File: src/rtl/fetch_unit.sv
// Instruction fetch stage: owns the program counter, reads one instruction byte per
// fetch over a req/ack port, and holds it for the decoder until it is consumed or redirected.
module fetch_unit #(
    parameter int                  PC_WIDTH = 8,
    parameter logic [PC_WIDTH-1:0] RESET_PC = '0
) (
    input  logic                clk,
    input  logic                reset,
    output logic [PC_WIDTH-1:0] mem_addr,
    output logic                mem_req,
    input  logic [7:0]          mem_rdata,
    input  logic                mem_ack,
    input  logic                bus_busy,
    output logic [7:0]          instr,
    output logic                instr_valid,
    output logic                fetch_source,
    input  logic                increment_pc,
    input  logic                jump_en,
    input  logic [PC_WIDTH-1:0] jump_target,
    output logic [PC_WIDTH-1:0] pc
);

    typedef enum logic [1:0] {
        IDLE  = 2'd0,
        FETCH = 2'd1,
        HOLD  = 2'd2
    } state_e;

    localparam logic [PC_WIDTH-1:0] PC_ONE = {{(PC_WIDTH-1){1'b0}}, 1'b1};

    state_e              state_q, state_d;
    logic [PC_WIDTH-1:0] pc_q, pc_d;
    logic [7:0]          instr_q, instr_d;
    logic                req_w;

    // The request is withdrawn combinationally while a data access owns the port,
    // so an ack seen in that cycle cannot belong to this fetch.
    assign req_w = (state_q == FETCH) && !bus_busy;

    always_ff @(posedge clk or negedge reset) begin
        if (!reset) begin
            state_q <= IDLE;
            pc_q    <= RESET_PC;
            instr_q <= 8'h00;
        end else begin
            state_q <= state_d;
            pc_q    <= pc_d;
            instr_q <= instr_d;
        end
    end

    always_comb begin
        state_d = state_q;
        pc_d    = pc_q;
        instr_d = instr_q;
        case (state_q)
            IDLE: begin
                state_d = FETCH;
            end
            FETCH: begin
                if (req_w && mem_ack) begin
                    instr_d = mem_rdata;
                    state_d = HOLD;
                end
            end
            HOLD: begin
                // A redirect overrides a simultaneous consume; no +1 is applied.
                if (jump_en) begin
                    pc_d    = jump_target;
                    state_d = FETCH;
                end else if (increment_pc) begin
                    pc_d    = pc_q + PC_ONE;
                    state_d = FETCH;
                end
            end
            default: begin
                state_d = IDLE;
            end
        endcase
    end

    assign mem_req      = req_w;
    assign mem_addr     = pc_q;
    assign pc           = pc_q;
    assign instr        = instr_q;
    assign instr_valid  = (state_q == HOLD);
    assign fetch_source = (state_q == HOLD);

endmodule
File: config.mk
export PLATFORM = sky130hd
export DESIGN_NAME = fetch_unit
export DESIGN_NICKNAME = d
export VERILOG_FILES = /design/src/rtl/fetch_unit.sv
export SDC_FILE = /design/constraint.sdc
export NUM_CORES = 1
export LEC_CHECK = 0
export BUFFER_PORTS_ARGS = -buffer_cell sky130_fd_sc_hd__buf_2
export CORE_MARGIN = 1
export CORE_UTILIZATION = 40
export CTS_CLUSTER_DIAMETER = 60
export CTS_CLUSTER_SIZE = 24
export DETAILED_ROUTE_END_ITERATION = 10
export PLACE_DENSITY_LB_ADDON = 0.3
export SETUP_SLACK_MARGIN = 0.05
export SYNTH_ARGS = -nofsm -noshare
export SYNTH_HDL_FRONTEND = slang
export SYNTH_SLANG_ARGS = --single-unit
File: constraint.sdc
create_clock -name clk -period 1.95 [get_ports clk]
set_clock_uncertainty 0.05 [all_clocks]
set_input_delay 0.39 -clock clk [delete_from_list [all_inputs] [get_ports clk]]
set_output_delay 0.39 -clock clk [all_outputs]
set_load 0.005 [all_outputs]
==> results.md <==
| Step | Result | Value |
| --- | --- | --- |
| placement | Setup WS pre-CTS | 0.382 ns |
| layout | Fillcell total | 233 |
| die | Number of standard-cell rows in the floorplan | 17 |
| setup path | Startpoint Class | flip-flop |
| cts | Clock edge transition at the registers on the reported setup and hold paths | 0.10 ns |
| timing | Setup repair after global routing missed its margin | no |
| worst hold path | Min-Delay Path Class | in -> reg |
| logic synthesis | Avg Cell Area, Syn | 10.4 um2 |
| setup path | Arrival time at the worst endpoint | 1.18 ns |
| timing | Max Transition Viols Final | 0 |
| placement | Placed wire-length estimate after detailed placement | 1520 um |
| route | Residual DRC count | 0 |
| logic synthesis | Cell count after synthesis | 93 |
| status | Outcome | finished, final reports clean |
| timing | Number of failing setup endpoints in the final timing report | 0 |
| placement | Routability congestion estimate | 0.783 |
| route | Overall via count from detail_route | 817 |
| logic synthesis | Summed instance area of the synthesized netlist | 968 um2 |
| timing | Final sum of negative setup slack | 0 ns |
| grt | Total track usage | 0.163 |
| logic synthesis | Fraction of synthesis flops using an asynchronous set or reset pin | 1.00 |
| timing | Worst slew pin tran | 0.463 ns |
| timing | Relative slew slack | 0.690 |
| setup path | WP data required | 1.51 ns |
| timing | Fraction of the cycle the final worst path needs | 0.833 |
| route | Number of detailed-routing iterations run before antenna repair | 4 |
| die | Core area | 2250 um2 |
| grt | Largest net degree at the start of global routing | 20 |
| cts | TritonCTS clock tree | yes |
| cts | Worst skew pair latency | 0.29 ns |
| cts | CTS sink cnt | 18 |
| grt | GRT Residual Overflow | 0 |
| die | Overall die width | 51.2 um |
| logic synthesis | Most frequent cell after synthesis | sky130_fd_sc_hd__dfrtp_1 |
| logic synthesis | Syn. warnings | 0 |
| cts | Number of buffers created by CTS | 3 |
| logic synthesis | Area share of the largest cell type after synthesis | 0.465 |
| setup path | Maximum fanout encountered on the critical timing path | 7 |
| cts | Count of buffers added by post-CTS timing repair for setup | 0 |
| cts | # resized after CTS | 0 |
| logic synthesis | Library cell with the largest summed area after synthesis | sky130_fd_sc_hd__dfrtp_1 |
| timing | Final Hold Fails | 0 |
| setup path | Worst Setup End Kind | output pin |
| die | Total Die Area | 2620 um2 |
| layout | Relative area change from synthesis to final layout | 23.8% |
| logic synthesis | Yosys cell types | 28 |
| layout | Share of layout cells above drive strength 1 | 0.485 |
| placement | Port bufs | 48 |
| layout | Total number of nets in the final design | 158 |
| logic synthesis | Most frequent cells after synthesis | sky130_fd_sc_hd__dfrtp_1 (18), sky130_fd_sc_hd__a21oi_1 (10), sky130_fd_sc_hd__buf_4 (10) |
| timing | Setup slack of the critical path after layout | 0.327 ns |
| layout | Final design area excluding fillers | 1200 um2 |
| cts | Hold buffers post-CTS | 1 |
| route | Routed length per placed instance | 12.2 um |
| power and ir drop | Power per unit of standard cell area | 1090 nW/um2 |
| logic synthesis | Synthesis-stage register bit count | 18 |
| job | Max-capacitance violation count | 0 |
| timing | Crit path time final | 1.62 ns |
| die | Number of I/O pins | 49 |
| power and ir drop | Leakage Power | 0.595 nW |
| setup path | Path type of the worst setup path | reg -> out |
| grt | Antenna violations before repair | 0 |
| timing | Worst Hold Margin | 0.275 ns |
| timing | Highest achievable clock rate | 0.616 GHz |
| cts | Clock root buffer | sky130_fd_sc_hd__clkbuf_4 |
| die | Vertical extent of the die | 51.2 um |
| logic synthesis | Post-synthesis sequential area ratio | 0.465 |
| route | Remaining antenna violation count after routing | 0 |
| logic synthesis | Cell types occupying the most area after synthesis | sky130_fd_sc_hd__dfrtp_1 (47%), sky130_fd_sc_hd__mux2_2 (9.3%), sky130_fd_sc_hd__buf_4 (7.8%), sky130_fd_sc_hd__a21oi_1 (5.2%), sky130_fd_sc_hd__a221o_2 (2.3%) |
| layout | Number of antenna cells inserted | 0 |
| route | Via density per instance | 5.04 |
| placement | Cell Area, Placed | 1150 um2 |
| route | Final wirelength | 1980 um |
| cts | Maximum level of the CTS H-tree | 1 |
| power and ir drop | Max IR drop VDD | 572 uV |
| die | Initial core utilization | 0.430 |
| grt | Global-route wire length before repair | 3120 um |
| cts | Max Buffers Root-to-Sink | 2 |
| logic synthesis | Nets in the synthesized netlist | 116 |
| route | Starting DRT DRC Count | 14 |
| logic synthesis | Most frequently used flop master after synthesis | sky130_fd_sc_hd__dfrtp_1 |
| grt | Via count of the first global-routing pass | 745 |
| logic synthesis | Post-synth EDFFs | 0 |
per-layer routing:
layer / global-route usage / part of all wire / up-vias
met3: 0.0357 / 0.040 / 2
met5: 0 / 0 / -
li1: - / - / 403
met2: 0.265 / 0.49 / 20
met4: 0.0741 / 0.0045 / 0
met1: 0.203 / 0.46 / 392
cells by family (layout without fill, tap and decap cells):
logic type,Yosys count,in the layout,synth area share
multiplexers,10,10,0.114
flip-flops,18,18,0.465
AND/OR/NAND/NOR,26,26,0.149
adder cells (fa/ha/maj),1,1,0.0129
buffers and inverters,15,56,0.106
AO/OA/AOI/OAI,23,23,0.154
path summary, 6_finish.rpt:
kind	start	to	slack, ns	cells after the start
setup / recovery	state_q[0]$_DFFE_PN0P_	instr_valid	0.33	3
hold / removal	mem_rdata[3]	instr[3]$_DFFE_PN0P_	0.27	2
setup reg to reg	mem_addr[0]$_DFFE_PN0P_	mem_addr[2]$_DFFE_PN0P_	0.51	5
hold reg to reg	state_q[0]$_DFFE_PN0P_	state_q[0]$_DFFE_PN0P_	0.43	1
max in group asynchronous	reset	instr[0]$_DFFE_PN0P_	1.07	2
min in group asynchronous	reset	state_q[0]$_DFFE_PN0P_	0.50	2
registers in the layout (all words and copies together) (netlist names):
| register | cells |
|---|---|
| state_q | 2 |
| mem_addr | 8 |
| instr | 8 |
report_power, final:
group / internal [mW] / leakage, nW / switching (mW)
logic: 0.256 / 0.366 / 0.219
clock network: 0.114 / 0.0210 / 0.115
registers: 0.483 / 0.207 / 0.114
final cells by class:
type	instances	area, um2	share of cell area
flip-flops and latches	18	450	0.376
repair buffers	49	250	0.209
well taps	28	35.0	0.0292
multi-input cells	60	415	0.347
clock buffers	4	36.3	0.0303
inverters	3	11.3	0.00939
cell usage in the layout, fill, tap and decap left out:
master,count
sky130_fd_sc_hd__o22ai_1,1
sky130_fd_sc_hd__and2_4,1
sky130_fd_sc_hd__o221a_1,1
sky130_fd_sc_hd__inv_1,3
sky130_fd_sc_hd__a31oi_1,1
sky130_fd_sc_hd__clkbuf_8,1
sky130_fd_sc_hd__ha_1,1
sky130_fd_sc_hd__o31ai_1,2
sky130_fd_sc_hd__nand4_1,2
sky130_fd_sc_hd__and2_1,1
sky130_fd_sc_hd__mux2_2,8
sky130_fd_sc_hd__or3_1,2
sky130_fd_sc_hd__o21ai_0,3
sky130_fd_sc_hd__nand3_1,2
sky130_fd_sc_hd__dlygate4sd3_1,1
sky130_fd_sc_hd__a21o_1,1
sky130_fd_sc_hd__buf_2,48
sky130_fd_sc_hd__dfrtp_1,18
sky130_fd_sc_hd__nand2_1,6
sky130_fd_sc_hd__nand2b_4,1
sky130_fd_sc_hd__nor3b_2,1
sky130_fd_sc_hd__nor2_1,6
sky130_fd_sc_hd__nor3_1,2
sky130_fd_sc_hd__o21bai_1,2
sky130_fd_sc_hd__a21oi_1,10
sky130_fd_sc_hd__a221o_2,2
sky130_fd_sc_hd__mux2i_1,2
sky130_fd_sc_hd__clkbuf_4,3
sky130_fd_sc_hd__nand2b_1,2
stage by stage:
step | utilization | total power [mW] | std cells
after floorplan | - | 0.922 | 93
after global placement | 0.511 | 1.07 | 157
after global routing | 0.532 | 1.41 | 162
final | 0.532 | 1.30 | 162
after CTS | 0.532 | 1.32 | 162
after detailed placement | 0.511 | 1.08 | 157
worst max-delay path, stage by stage, from the launching register on:
cell                       delay, ns
sky130_fd_sc_hd__dfrtp_1        0.40
sky130_fd_sc_hd__nand2b_4       0.17
sky130_fd_sc_hd__inv_1          0.16
sky130_fd_sc_hd__buf_2          0.15
No activity file was read; power rests on OpenSTA's default activity.
